**src/rtl/pipe_stage_chain_if.sv**
```systemverilog
// rtl/pipe_stage_chain_if.sv - handshake and bundle signals for the pipeline stage chain
interface pipe_stage_chain_if #(
    parameter int DATA_W = 96,
    parameter int CTRL_W = 16,
    parameter int DEPTH  = 2
);
    localparam int OCC_W = $clog2(DEPTH + 1);

    logic              FLUSH;
    logic              IN_VALID;
    logic              IN_READY;
    logic [DATA_W-1:0] IN_DATA;
    logic [CTRL_W-1:0] IN_CTRL;
    logic              OUT_VALID;
    logic              OUT_READY;
    logic [DATA_W-1:0] OUT_DATA;
    logic [CTRL_W-1:0] OUT_CTRL;
    logic [OCC_W-1:0]  OCCUPANCY;

    // Upstream/downstream side that drives bundles in and consumes them
    modport master (
        output FLUSH, IN_VALID, IN_DATA, IN_CTRL, OUT_READY,
        input  IN_READY, OUT_VALID, OUT_DATA, OUT_CTRL, OCCUPANCY
    );

    // The chain itself
    modport slave (
        input  FLUSH, IN_VALID, IN_DATA, IN_CTRL, OUT_READY,
        output IN_READY, OUT_VALID, OUT_DATA, OUT_CTRL, OCCUPANCY
    );
endinterface

```
**src/rtl/pipe_stage_chain.sv**
```systemverilog
// rtl/pipe_stage_chain.sv - DEPTH-stage valid/ready register chain with bubble collapse and flush
module pipe_stage_chain #(
    parameter int DATA_W = 96,
    parameter int CTRL_W = 16,
    parameter int DEPTH  = 2
) (
    input  logic               CLK,
    input  logic               RESET,
    pipe_stage_chain_if.slave  bus
);
    localparam int OCC_W = $clog2(DEPTH + 1);

    logic [DEPTH-1:0]  v_q, v_d;
    logic [DATA_W-1:0] data_q [DEPTH];
    logic [DATA_W-1:0] data_d [DEPTH];
    logic [CTRL_W-1:0] ctrl_q [DEPTH];
    logic [CTRL_W-1:0] ctrl_d [DEPTH];
    logic [OCC_W-1:0]  occ_q, occ_d;

    logic [DEPTH-1:0]  take;
    logic [DEPTH-1:0]  src_v;
    logic [DATA_W-1:0] src_data [DEPTH];
    logic [CTRL_W-1:0] src_ctrl [DEPTH];
    logic              in_rdy;
    logic              in_xfer;
    logic              out_xfer;

    // A stage advances if it is empty or the stage after it advances; empty stages always load
    always_comb begin
        take            = '0;
        take[DEPTH-1]   = !v_q[DEPTH-1] | bus.OUT_READY;
        for (int i = DEPTH - 2; i >= 0; i--) begin
            take[i] = !v_q[i] | take[i+1];
        end
    end

    // Each stage's source: stage 0 from the input port, the rest from the previous stage
    always_comb begin
        src_v       = '0;
        src_v[0]    = bus.IN_VALID;
        src_data[0] = bus.IN_DATA;
        src_ctrl[0] = bus.IN_CTRL;
        for (int i = 1; i < DEPTH; i++) begin
            src_v[i]    = v_q[i-1];
            src_data[i] = data_q[i-1];
            src_ctrl[i] = ctrl_q[i-1];
        end
    end

    assign in_rdy   = take[0] & ~bus.FLUSH;
    assign in_xfer  = bus.IN_VALID & in_rdy;
    assign out_xfer = v_q[DEPTH-1] & bus.OUT_READY;

    // Next-state: flush clears valids and ctrl (data holds), otherwise advancing stages load
    always_comb begin
        v_d    = v_q;
        data_d = data_q;
        ctrl_d = ctrl_q;
        occ_d  = occ_q;
        if (bus.FLUSH) begin
            v_d   = '0;
            occ_d = '0;
            for (int i = 0; i < DEPTH; i++) begin
                ctrl_d[i] = '0;
            end
        end else begin
            for (int i = 0; i < DEPTH; i++) begin
                if (take[i]) begin
                    v_d[i]    = src_v[i];
                    data_d[i] = src_data[i];
                    ctrl_d[i] = src_v[i] ? src_ctrl[i] : '0;
                end
            end
            occ_d = occ_q + OCC_W'(in_xfer) - OCC_W'(out_xfer);
        end
    end

    // State registers with asynchronous clear of every field
    always_ff @(posedge CLK or negedge RESET) begin
        if (!RESET) begin
            v_q   <= '0;
            occ_q <= '0;
            for (int i = 0; i < DEPTH; i++) begin
                data_q[i] <= '0;
                ctrl_q[i] <= '0;
            end
        end else begin
            v_q    <= v_d;
            data_q <= data_d;
            ctrl_q <= ctrl_d;
            occ_q  <= occ_d;
        end
    end

    assign bus.IN_READY  = in_rdy;
    assign bus.OUT_VALID = v_q[DEPTH-1];
    assign bus.OUT_DATA  = data_q[DEPTH-1];
    assign bus.OUT_CTRL  = ctrl_q[DEPTH-1];
    assign bus.OCCUPANCY = occ_q;
endmodule

```
**src/flat_wrapper.sv**
```systemverilog
// flat-port wrapper written by rule: the top's interface ports become plain ports
module pipe_stage_chain_flat 
#(
    parameter int DATA_W = 96,
    parameter int CTRL_W = 16,
    parameter int DEPTH  = 2
)
  (CLK, RESET, bus_FLUSH, bus_IN_VALID, bus_IN_DATA, bus_IN_CTRL, bus_OUT_READY, bus_IN_READY, bus_OUT_VALID, bus_OUT_DATA, bus_OUT_CTRL, bus_OCCUPANCY);
  pipe_stage_chain_if #(.DATA_W(DATA_W), .CTRL_W(CTRL_W), .DEPTH(DEPTH)) bus_i ();
  input  logic CLK;
  input  logic RESET;
  input wire logic [$bits(bus_i.FLUSH)-1:0] bus_FLUSH;
  input wire logic [$bits(bus_i.IN_VALID)-1:0] bus_IN_VALID;
  input wire logic [$bits(bus_i.IN_DATA)-1:0] bus_IN_DATA;
  input wire logic [$bits(bus_i.IN_CTRL)-1:0] bus_IN_CTRL;
  input wire logic [$bits(bus_i.OUT_READY)-1:0] bus_OUT_READY;
  output wire logic [$bits(bus_i.IN_READY)-1:0] bus_IN_READY;
  output wire logic [$bits(bus_i.OUT_VALID)-1:0] bus_OUT_VALID;
  output wire logic [$bits(bus_i.OUT_DATA)-1:0] bus_OUT_DATA;
  output wire logic [$bits(bus_i.OUT_CTRL)-1:0] bus_OUT_CTRL;
  output wire logic [$bits(bus_i.OCCUPANCY)-1:0] bus_OCCUPANCY;
  assign bus_i.FLUSH = bus_FLUSH;
  assign bus_i.IN_VALID = bus_IN_VALID;
  assign bus_i.IN_DATA = bus_IN_DATA;
  assign bus_i.IN_CTRL = bus_IN_CTRL;
  assign bus_i.OUT_READY = bus_OUT_READY;
  assign bus_IN_READY = bus_i.IN_READY;
  assign bus_OUT_VALID = bus_i.OUT_VALID;
  assign bus_OUT_DATA = bus_i.OUT_DATA;
  assign bus_OUT_CTRL = bus_i.OUT_CTRL;
  assign bus_OCCUPANCY = bus_i.OCCUPANCY;
  pipe_stage_chain #(.DATA_W(DATA_W), .CTRL_W(CTRL_W), .DEPTH(DEPTH)) u_core (.CLK(CLK), .RESET(RESET), .bus(bus_i));
endmodule
```
**config.mk**
```make
export PLATFORM = sky130hd
export DESIGN_NAME = pipe_stage_chain_flat
export DESIGN_NICKNAME = d
export VERILOG_FILES = /design/src/rtl/pipe_stage_chain_if.sv /design/src/rtl/pipe_stage_chain.sv /design/src/flat_wrapper.sv
export SDC_FILE = /design/constraint.sdc
export NUM_CORES = 1
export LEC_CHECK = 0
export CAP_MARGIN = 15
export CORE_ASPECT_RATIO = 0.7
export CORE_MARGIN = 2
export CORE_UTILIZATION = 50
export CTS_CLUSTER_DIAMETER = 50
export DETAILED_ROUTE_END_ITERATION = 7
export HOLD_SLACK_MARGIN = 0.05
export PLACE_DENSITY_LB_ADDON = 0.1
export SLEW_MARGIN = 10
export SYNTH_ARGS = -nofsm -noshare
export SYNTH_HDL_FRONTEND = slang
export SYNTH_SLANG_ARGS = --single-unit
```
**constraint.sdc**
```tcl
create_clock -name CLK -period 2.05 [get_ports CLK]
set_input_delay 0.41 -clock CLK [delete_from_list [all_inputs] [get_ports CLK]]
set_output_delay 0.41 -clock CLK [all_outputs]
set_load 0.03 [all_outputs]
```
### After elaboration in Yosys (flattened, before gate mapping)

Index checks and enable logic that the tools add are counted.
Widths: inputs -> output; s select.

* input bits: 117
* output and inout bits: 116
* register bits: 228

* reductions and logical operators: 6
* mux-type cells: 9
* add/subtract/negate cells: 2
* bitwise logic cells: 6

Operators by type and width (number)
* $mux 16: 4
* $mux 32: 1
* $mux 2: 2
* $reduce_and 2->1: 2
* $reduce_bool 2->1: 2
* $and 1x1->1: 3
* $add 2x1->2: 1
* $logic_not 1->1: 2
* $mux 1: 2
* $or 1x1->1: 2
* $sub 2x1->2: 1
* $not 1->1: 1

### Depth between registers and ports, before layout

Gate-level depths: netlist of run 1.

* word-level depth: 8
* mapped depth: 9
* gate-level depth less buffers: 7

### Worst setup path after synthesis of run 1

Ideal clock, no wire load.

* path type: input to register
* from: in bus_FLUSH
* to: reg u_core.occ_q[1] (netlist: u_core.bus.OCCUPANCY[1])
* setup slack: 247 ps
* data arrival time: 1676 ps
* library setup time: 127 ps
* cell stages on the path: 9
* path through: buf_2 > nor2b_1 > buf_2 > buf_2 > nor2b_1 > ha_1 > xor2_1 > xnor2_1 > nor2_1

* cells in the longest elaborated chain, start to end: 6

RTL lines
* from (decl): line flat_wrapper.sv:12 `input wire logic [$bits(bus_i.FLUSH)-1:0] bus_FLUSH;`
* $not 1->1 (no source line)
* $and 1x1->1: line pipe_stage_chain.sv:50 `assign in_rdy = take[0] & ~bus.FLUSH;`
* $and 1x1->1: line pipe_stage_chain.sv:51 `assign in_xfer = bus.IN_VALID & in_rdy;`
* $add 2x1->2: line pipe_stage_chain.sv:74 `occ_d = occ_q + OCC_W'(in_xfer) - OCC_W'(out_xfer);`
* $sub 2x1->2: line pipe_stage_chain.sv:74
* $mux 2 *: line pipe_stage_chain.sv:60 `if (bus.FLUSH) begin`
* named net u_core.occ_d[1]: line pipe_stage_chain.sv:18 `logic [OCC_W-1:0] occ_q, occ_d;`
* to (signal assigned): line pipe_stage_chain.sv:82 `occ_q <= '0;`
* to (signal assigned): line pipe_stage_chain.sv:91 `occ_q <= occ_d;`
* to (decl): line pipe_stage_chain.sv:18

Mark *: on every way through the listed nets, which the timed path passes. The rest lies on a longest branch.
A chain may end at the register's enable or synchronous reset.

### Worst setup path in the final report of run 1

* from: reg u_core.v_q[1]
* to: out bus_OUT_VALID

RTL lines
* from (decl): line pipe_stage_chain.sv:13 `logic [DEPTH-1:0] v_q, v_d;`
* from (signal assigned): line pipe_stage_chain.sv:88 `v_q <= v_d;`
* to (decl): line flat_wrapper.sv:18 `output wire logic [$bits(bus_i.OUT_VALID)-1:0] bus_OUT_VALID;`

No word-level cell between the ends.

==> run summary, run 1 <==
The first global-routing pass estimated 30300 µm of wire. The number of I/O port buffers came out at 232. The critical path data required time is 1.64 ns, and the wire length the detailed router placed on met1 is 8380 µm. For the via total after detailed routing, the log shows 5249. The area enclosed by the die boundary is 20300 µm², and the worst setup slack after layout is 0.0580 ns. Count of nets after finishing: 912.

The region available for standard cell placement spans 18800 µm². The run gives 0 as the number of slew-limit violations in the final report. Setup violations remaining at the end of the flow were counted as 0. The congestion estimate from routability-driven global placement came to 0.772. The part of the cycle the worst path needs was 0.972.

The post-synthesis to final-layout area growth was 28.9%. Placement-stage worst setup slack: -0.158 ns. Half-perimeter wire length after placement: 13300 µm.

Highest-delay cell along the critical path: clkdlybuf4s50_1. The tool flagged a number of max-cap violations equal to 0. The repair_antennas step left the layout with diodes totalling 0. Share of the core filled with cells in the final layout: 0.655. The synthesized design contains 228 register bits. The global-route usage over all layers is 0.188.

Yosys attributes the largest share of cell area to dfrtp_1, mux2_2, buf_4. The average cell area after synthesis works out to 14.8 µm². The number of warnings issued by yosys was 0; the routed wire length on met2 was 8560 µm. The total grt overflow is 0, and the clock network latency to the later pin of the worst-skew pair is 0.50 ns. The headroom to the max-slew limit is 0.288. The critical path class was reg2out.

Initial antenna violation count: 0. The number of levels in the clock H-tree was 1; the highest ir drop seen on vdd was 574 µV. For the register area share after synthesis, the log shows 0.597. The share of power burned in combinational logic is 0.213, and the average detailed-routed wire length per instance is 18.0 µm. The type of the most critical hold path is in2async.

The post-synthesis net count came out at 764. The proportion of power drawn by the clock network was 0.355; the leakage component of the power was 5.31 nW. Clock-pin slew was measured on the worst setup and hold paths at 0.06 ns. For this run, the slowest stage of the critical path takes 0.70 ns.

The floorplan step set the die width to 169 µm. The cell sitting at the root of the clock tree is a clkbuf_16. In this run, the number of DRC markers left after iteration 0 of detailed routing was 291. Before antenna repair, the detailed router went through 4 iterations. The number of standard cells after synthesis came out at 645. Entering global routing, the biggest net connects 67 pins. The floorplan has 42 rows. The switching part of the total power is 0.265. Traced cell by cell, the critical path runs through clkdlybuf4s50_1. Counting the buffers created by CTS gives 23. The worst setup path is launched from a flop. The run gives 502 MHz as the upper clock frequency limit. The filler cells instantiated in the layout total 1379. The internal power is 0.00911 W. The post-synthesis cell type count came out at 25. In this run the power density over the cells is 1010 nW/µm².

The buffer and inverter count on the worst path came out at 1. The final worst hold slack was 0.458 ns; the post-synth design cell area was 9560 µm². The fraction of final layout cells with drive strength greater than 1 came out at 0.335.

The post-detailed-route count of antenna-violating nets was 0; the slew at the pin with the worst max-slew slack was 1.06 ns. The longest clock path from root to sink contains 3 buffers. Clock tree synthesis found a total of 228 sinks.

The number of global-route vias before repair was 5598. TritonCTS built the clock tree. After detailed routing, the number of vias per cell comes to 4.99. The tools report the number of placed I/O pins as 233. The final critical-path required period came out at 1.99 ns. In the routed design, unresolved DRC markers number 0. After detailed routing, the total wire length is 18900 µm. The run gives 0.0124 W as the total power draw. The routed length on met3 was 1570 µm; the fraction of synthesized cell area taken by the top area cell type was 0.597. In this run the vertical extent of the chip is 120 µm.

Library cell occupying the most area in the post-synthesis netlist: dfrtp_1. Between clock sinks in the finished design, the worst skew comes to 0.0157 ns. At the worst endpoint, the arrival time is 1.58 ns. Summed over all nets, the switching power comes to 0.00328 W.

Highest fanout seen on the critical path: 3. Adding up every negative setup slack in the final design gives 0 ns. The flow ran to the end, and the final reports show no timing, DRC or antenna violations. Uppermost layer routed: met4. The dominant delay contributor by cell family on the critical path is buffers and inverters. The tools report the count of final hold-check violations as 0. The register share of total power was 0.432. The kind of end point of the critical path is an output port. The effective utilization at floorplan is 0.508.
[cells in the mapped netlist, drive strengths merged]
master  count
a22o       16
nor2b       5
ha          2
nand2      32
xnor2       1
mux2      192
o21ai      16
nor2        3
buf       140
or2         2
and3b       1
and2        1
dfrtp     228
and4bb      1
clkbuf      1
nor3b       1
inv         2
xor2        1
[layout make-up]
class / count / area (µm²) / share of cell area
sequential: 228 / 5710 / 0.463
multi-input combinational: 274 / 2780 / 0.226
timing repair buffer: 264 / 2720 / 0.221
clock buffer: 30 / 642 / 0.0521
tap: 242 / 303 / 0.0246
clock inverter: 11 / 160 / 0.0130
inverter: 2 / 7.51 / 0.000609
[cells in the final DEF, fill, tap and decap left out, drive strengths merged, types with 2 or more instances in the layout]
cell           synthesis  final
o21ai                 16     16
bufinv                 0      4
or2                    2      2
clkinv                 0      5
nand2                 32     32
ha                     2      2
clkbuf                 1     30
mux2                 192    192
a22o                  16     16
inv                    2      2
buf                  140     33
dfrtp                228    228
nor2                   3      3
nor2b                  5      5
clkdlybuf4s50          0    229
clkinvlp               0      2
[per-stage QoR]
| stage | cell area, µm² | instances |
|---|---|---|
| 3_3_place_gp | 11500 | 1007 |
| 4_1_cts | 12300 | 1050 |
| 3_5_place_dp | 11500 | 1007 |
| 5_1_grt | 12300 | 1051 |
| 6_report | 12300 | 1051 |
| 2_1_floorplan | 9560 | 645 |
[timing repair]
item,in CTS,in global routing
cloned,0,0
hold buffers,1,0
buffers inserted,1,1
endpoints found under the setup margin,2,1
resized for setup,2,0
pin swaps,1,2
endpoints found under the hold margin,59,0
[routing by layer]
layer / vias to the layer above / track usage
met4: 0 / 0.0411
li1: 2397 / -
met5: - / 0
met3: 31 / 0.0660
met1: 2671 / 0.258
met2: 150 / 0.291
[power groups by stage]
stage | sequential [W] | combinational [W] | clock [W]
finish | 0.00536 | 0.00264 | 0.00440
global route | 0.00543 | 0.00278 | 0.00474
CTS | 0.00536 | 0.00267 | 0.00452
detailed placement | 0.00543 | 0.00266 | 0
global placement | 0.00539 | 0.00261 | 0
floorplan | 0.00534 | 0.00194 | 0
[sequential cells by signal, summed over array words and instances, names as in the netlist]
name and count:
u_core.bus.OCCUPANCY 2, u_core.bus.OUT_CTRL 16, u_core.bus.OUT_DATA 96, u_core.ctrl_q 16, u_core.data_q 96, u_core.v_q 2
[logic make-up after synthesis]
kind of cell	Yosys count	share of synthesized area
simple gates	46	0.0259
flops	228	0.597
fa+ha+maj	2	0.00262
xor+xnor	2	0.00183
buf+inv	143	0.112
compound gates	32	0.0230
mux	192	0.238
[final timing paths]
| check | startpoint | endpoint | slack (ns) | cells after the start |
|---|---|---|---|---|
| min in group CLK | bus_IN_CTRL[0] | u_core.ctrl_q[16] | 0.46 | 3 |
| max in group asynchronous | RESET | u_core.data_q[129] | 0.89 | 3 |
| max reg2reg | u_core.v_q[1] | u_core.bus.OUT_CTRL[10] | 0.19 | 4 |
| min | RESET | u_core.bus.OUT_DATA[18] | 0.46 | 2 |
| max | u_core.v_q[1] | bus_OUT_VALID | 0.06 | 1 |
| min reg2reg | u_core.ctrl_q[30] | u_core.ctrl_q[30] | 0.48 | 2 |
(Power assumes the default switching activity.)
==> run 2, diff against run 1 <==
--- a/config.mk
+++ b/config.mk
@@ -6,7 +6,6 @@
 export NUM_CORES = 1
 export LEC_CHECK = 0
 export CAP_MARGIN = 15
-export CORE_ASPECT_RATIO = 0.7
 export CORE_MARGIN = 2
 export CORE_UTILIZATION = 50
 export CTS_CLUSTER_DIAMETER = 50
==> run 2 against run 1 <==
Setup slack got worse by 0.0025 ns. Sequential share of layout area down 0.15 points. Clock skew down 0.0076 ns. Non-clock buffer count shrank 8. Sequential power is essentially flat. Count of clock-buffer cells in the layout grew 3. Die area about the same. Flip-flop and latch count unchanged. Register-to-register slack better by 0.05 ns. Cell area is 0.34% higher. Highest routed layer unchanged. Core utilization rose by 0.60 points. Critical path type unchanged. Total power increased by 4.2%.
==> run summary, run 2 (synthesis results as in run 1) <==
The flow ran to the end, and the final reports show no timing, DRC or antenna violations. Leaving out fill and tap cells, the most frequent cells in the layout are dfrtp_1, clkdlybuf4s50_1, mux2_2. Vertical extent of the die: 142 µm. The number of design rule violations left after detail routing is 0.

The routability-driven placement congestion ratio is 0.722. The min-delay analysis places its worst path in the category in2async. The logs give 233 for the number of placed I/O pins and 148 for the number of DRC violations after detailed-routing iteration 0.

Once placement finished, the instance area stood at 11400 µm². Summed over all layers, the global routing overflow is 0. By startpoint and endpoint, the worst setup path is classified as reg2out. The tools report the number of slew-limit violations in the final report as 0. For this design the ratio of total power to cell area is 1050 nW/µm². Of all nets on the critical path, the largest fanout is 8. The clock tree skew after final layout is 0.00804 ns, and the number of levels in the clock H-tree is 1.

After routing the design area is 12400 µm². Highest ir drop seen on vdd: 674 µV. The tools report the cell chosen for the clock root as clkbuf_16. Detailed placement finished with a half-perimeter wire length of 12600 µm. The filler cells instantiated in the layout total 1324. The part of the cycle the worst path needs is 0.973, and the upper clock frequency limit is 501 MHz. The highest-delay cell along the critical path is dfrtp_1.

For the worst setup path, the data arrival time is 1.58 ns. The number of global-route vias before repair was 5793; the count of placed standard cells including taps was 993. The worst setup path is captured at an output port. Global-route usage over all layers: 0.184.

The run gives 3 as the maximum count of clock buffers along a single path. The number of clock buffers added by TritonCTS is 27. The initial antenna violation count was 0. Data on the critical path is required at its endpoint by 1.64 ns. In this run the static leakage power is 5.36 nW. In the routed layout, each cell is associated on average with a via count of 4.98. The average detailed-routed wire length per instance was 17.5 µm.

The final sum of negative setup slack was 0 ns; the core footprint was 18700 µm². Clock-pin slew was measured on the worst setup and hold paths at 0.06 ns. The headroom to the max-slew limit is 0.220, and the effective utilization at floorplan is 0.511. The post-synthesis to final-layout area growth is 29.3%, and the post-detailed-route count of antenna-violating nets is 0. The routed layout has 5194 vias. For the pin with the worst max-slew slack, the measured transition is 1.17 ns. The tool flagged a number of max-cap violations equal to 0. The floorplan has 50 rows. The run gives 1043 as the non-filler instance count after layout.

The pre-antenna-repair detailed-routing pass consisted of 4 iterations. The aggregate routed wire length was 18200 µm; the final setup violation count was 0. For the clock network latency to the later pin of the worst-skew pair, the log shows 0.51 ns.

The run gives 228 as the total clock sinks. The logs give 63 for the maximum number of pins on one net before global-route repair and 29900 µm for the global-route wire length before repair. In this design, the stage delay of the slowest critical-path cell is 0.41 ns. STA classifies the critical path startpoint as a flop.

Setup repair after global routing could not meet its margin everywhere. The fraction of final layout cells with drive strength greater than 1 was 0.335. The logs give 0.661 for the share of the core filled with cells in the final layout and 0 for the number of buffers inserted to repair setup after CTS. Counting both buffers and inverters, the worst setup path holds a total of 2. The tools report the count of final hold-check violations as 0. The final critical-path required period works out to 1.99 ns. TritonCTS built the clock tree.

The die boundary width is 142 µm. The most common cell after layout, fill and taps aside was dfrtp_1. The number of antenna diodes in the final layout is 0. At the end of the flow, the number of nets in the layout was 908.

The number of I/O port buffers was 232. The design draws 0.0129 W. The critical path goes through and3b_2 > nor2_8 > buf_12 > buf_6. Grouping stages by cell kind, the critical path spends the most delay in flip-flops.

The area enclosed by the die boundary came out at 20200 µm².
[run 2: changes by cell type in the layout (fill, tap and decap cells not counted), sizes merged]
| cell | before | now |
|---|---|---|
| buf | 33 | 25 |
| clkbuf | 30 | 33 |
| clkdlybuf4s50 | 229 | 226 |
| clkinv | 5 | 8 |
| dlymetal6s2s | 0 | 2 |
| bufinv | 4 | 5 |
| dlygate4sd2 | 1 | 2 |
| inv | 2 | 3 |
[run 2: final cells by class]
class	count	area [µm²]	area share
multi-input cells	274	2780	0.225
clock inverters	16	231	0.0187
clock buffers	33	728	0.0589
repair buffers	256	2610	0.211
flip-flops and latches	228	5710	0.462
well taps	234	293	0.0237
inverters	2	7.51	0.000607
[run 2: worst paths after layout]
path                              startpoint                 endpoint  slack [ns]  cells after the start
max                            u_core.v_q[1]             bus_IN_READY        0.06                      4
min                                    RESET  u_core.bus.OUT_DATA[82]        0.42                      2
max reg2reg                    u_core.v_q[1]  u_core.bus.OUT_CTRL[13]        0.24                      3
min reg2reg                u_core.ctrl_q[17]   u_core.bus.OUT_CTRL[1]        0.48                      1
max in group asynchronous              RESET        u_core.ctrl_q[17]        0.97                      3
min in group CLK              bus_IN_CTRL[0]        u_core.ctrl_q[16]        0.45                      3
[run 2: report_power, final]
part           internal (W)  switching (W)
Combinational       0.00132        0.00128
Clock               0.00317        0.00181
Sequential          0.00506       0.000280
[run 2: stage by stage]
| stage | hold WS, ns | setup WS, ns |
|---|---|---|
| global route | 0.456 | -0.0269 |
| detailed placement | 0.381 | -0.240 |
| floorplan | 0.114 | 0.247 |
| global placement | 0.375 | -0.170 |
| CTS | 0.427 | -0.00142 |
| finish | 0.424 | 0.0555 |
[run 2: what timing repair did]
action	4_1_cts	5_1_grt
pin swaps	1	1
hold endpoints to repair	53	0
hold buffers	1	0
gates resized for setup	3	2
endpoints found under the setup margin	2	3
[run 2: layer usage]
layer / share of wire / vias up / track usage
met4: 0.021 / 0 / 0.0458
met2: 0.49 / 172 / 0.310
met1: 0.40 / 2612 / 0.226
met5: 0 / - / 0
li1: - / 2383 / -
met3: 0.089 / 27 / 0.0673
==> run 3, diff against run 2 <==
--- a/config.mk
+++ b/config.mk
@@ -12,6 +12,7 @@
 export DETAILED_ROUTE_END_ITERATION = 7
 export HOLD_SLACK_MARGIN = 0.05
 export PLACE_DENSITY_LB_ADDON = 0.1
+export REMOVE_ABC_BUFFERS = 1
 export SLEW_MARGIN = 10
 export SYNTH_ARGS = -nofsm -noshare
 export SYNTH_HDL_FRONTEND = slang
==> run 3 against run 2 <==
Flip-flop and latch count unchanged. Count of clock-buffer cells in the layout up 3. Non-clock buffer count is 10 higher. Clock skew grew 0.0016 ns. Core utilization increased by 1.0 points. Critical path type unchanged.
==> run summary, run 3 (synthesis results as in run 1) <==
The run finished with clean final reports. The kind of end point of the critical path is an output port. In this run the register-to-register setup slack is 0.26 ns. The fraction of final layout cells with drive strength greater than 1 is 0.343, and the number of gates on the worst path with buffers counted is 1.

The buffer and inverter count on the worst path was 1. Clock latency on the worst-skew pair, taken at its later pin, is 0.52 ns. The upper clock frequency limit was 500 MHz; the proportion of power drawn by the clock network was 0.395.

The slew at the pin with the worst max-slew slack is 1.02 ns, and the leakage component of the power is 5.47 nW. Traced cell by cell, the critical path runs through clkdlybuf4s50_1. The via total after detailed routing is 5196, and the number of slew-limit violations in the final report is 0. The post-detailed-route count of antenna-violating nets was 0. The highest fanout seen on the critical path is 2, and the total power draw is 0.0132 W. The final critical-path required period is 2.00 ns, and the area occupied by registers is 5710 µm².

For this run, design rule violations remaining after detail routing come to 0. The number of CTS-inserted buffers is 28. The die covers 20200 µm². The power per standard cell area is 1050 nW/µm². The tools report the start point of the critical path as u_core.bus.OUT_CTRL[4]. Critical path class: reg2out.

The worst register-to-register path begins at u_core.v_q[1]. Global-route met3 utilization: 0.0522. Across the routed clock network, the largest skew measured is 0.00969 ns. The switching part of the total power came out at 0.261. In the routed layout, each cell is associated on average with a via count of 4.93. The final setup violation count is 0, and the average detailed-routed wire length per instance is 18.0 µm.

From bottom edge to top edge, the die measures 142 µm. The maximum cell stage delay along the critical path came out at 0.69 ns. The global-route wire length before repair was 30200 µm; the path depth of the worst reg2reg path was 4. The global-route usage over all layers came out at 0.189. Met1 track demand over resource: 0.237.

The clock passes through at most 3 buffers. The cell sitting at the root of the clock tree is a clkbuf_16. The count of maximum capacitance violations was 0. The logs give 2780 µm² for the footprint of the multi-input gates and 0.0488 ns for the worst setup slack after layout.

The analysis attributes to net switching a power of 0.00345 W. Number of levels in the clock H-tree: 1. The number of DRC violations after detailed-routing iteration 0 is 197, and the effective utilization at floorplan is 0.511. On the critical path the largest part of the delay comes from buffers and inverters. The most common cell after layout, fill and taps aside was dfrtp_1. The initialized floorplan defines 50 standard-cell rows. Clock tree synthesis found a total of 228 sinks. Leaving out fill and tap cells, the most frequent cells in the layout are dfrtp_1, clkdlybuf4s50_1, mux2_2. The min-delay analysis places its worst path in the category in2async.

Prior to clock tree synthesis, the placed netlist has a worst setup slack of -0.177 ns. Summed over all nets, the half-perimeter wirelength after detailed placement is 13400 µm. On the critical path, the stage with the largest delay is an instance of clkdlybuf4s50_1. The die boundary width came out at 142 µm. The count of nets after finishing was 919. For the number of global-route vias before repair, the log shows 5708. The count of fill cells added during filler insertion came out at 1323. The worst flop-to-flop path endpoint was u_core.bus.OUT_CTRL[15].

The highest ir drop seen on vdd is 794 µV, and the number of iterations in the first detailed-routing pass is 4. The worst setup path is launched from a flop. The final layout contains routed wiring with a total length of 19000 µm.

Register clock-pin slew on the reported worst setup and hold paths: 0.06 ns. At the worst endpoint, the arrival time is 1.59 ns. The tools report the share of power burned in combinational logic as 0.200. The worst setup path endpoint was bus_OUT_CTRL[4]. The part of the cycle the worst path needs works out to 0.976. The count of final hold-check violations was 0. The internal power was 0.00974 W; the maximum number of pins on one net before global-route repair was 57. The initial antenna violation count came out at 0.

Number of placed I/O pins: 233. The critical path data required time is 1.64 ns. The count of buffers added on input and output ports is 232. The headroom to the max-slew limit is 0.322, and the register share of total power is 0.405. The total overflow left after global routing is 0. The global routing's busiest layer is met2.

TritonCTS built the clock tree. In this run the standard cell core region covers 18700 µm². On the final layout, the worst hold slack is 0.403 ns. The met2 track demand over resource in global routing came out at 0.329.

The routability-driven placement congestion ratio was 0.745; the number of antenna repair diodes was 0. Setup repair after global routing left no endpoint under its margin. Relative to the synthesized area, the layout overhead comes to 31.3%.
==> run 3: changes by cell type in the layout (fill, tap and decap cells not counted) <==
cell and change:
clkinvlp_4 -1, inv_6 +2, clkinv_4 -2, clkbuf_16 +2, clkdlybuf4s50_1 -1, buf_4 +5
dlymetal6s2s_1 +2, clkbuf_1 +1, dlygate4sd2_1 -1, buf_12 +5
==> run 3: layout make-up <==
type,count,share of cell area
sequential,228,0.455
inverter,2,0.000598
clock buffer,36,0.0623
timing repair buffer,266,0.220
clock inverter,15,0.0178
tap,234,0.0233
multi-input combinational,274,0.222
==> run 3: through the flow <==
step                      cell area, µm²  std cells  TNS [ns]  utilization
final                              12600       1055         0        0.671
after global routing               12600       1055         0        0.671
after CTS                          12500       1055         0        0.670
after detailed placement           11500       1000    -21.05        0.615
after global placement             11500       1000    -12.60        0.615
after floorplan                     8490        504    -85.67            -
==> run 3: power groups by stage <==
stage	clock, W	sequential [W]	combinational, W
6_report	0.00521	0.00534	0.00264
5_1_grt	0.00553	0.00542	0.00278
4_1_cts	0.00535	0.00535	0.00268
3_5_place_dp	0	0.00543	0.00266
3_3_place_gp	0	0.00538	0.00261
2_1_floorplan	0	0.00606	0.000693
==> run 3: worst min path at each step <==
| stage | from | to | slack (ns) | cells past startpoint |
|---|---|---|---|---|
| after floorplan | RESET | u_core.bus.OCCUPANCY[0] | 0.11 | 0 |
| after global placement | RESET | u_core.data_q[134] | 0.35 | 1 |
| after detailed placement | RESET | u_core.bus.OUT_DATA[69] | 0.36 | 1 |
| after CTS | RESET | u_core.bus.OUT_DATA[69] | 0.41 | 2 |
| after global routing | RESET | u_core.bus.OUT_DATA[69] | 0.42 | 2 |
| final | RESET | u_core.bus.OUT_DATA[69] | 0.40 | 2 |
==> run 3: per-layer routing <==
metal,vias to the layer above,part of all wire
met5,-,0
met1,2616,0.41
li1,2406,-
met3,25,0.072
met2,149,0.50
met4,0,0.015
==> run 3: timing repair <==
item                                    CTS  global route
resized for setup                         2             4
setup buffers                             3             0
endpoints found under the setup margin    2             5
hold buffers                              1             0
gates cloned                              0             0
pin swaps                                 2             2
hold endpoints to repair                 45             0
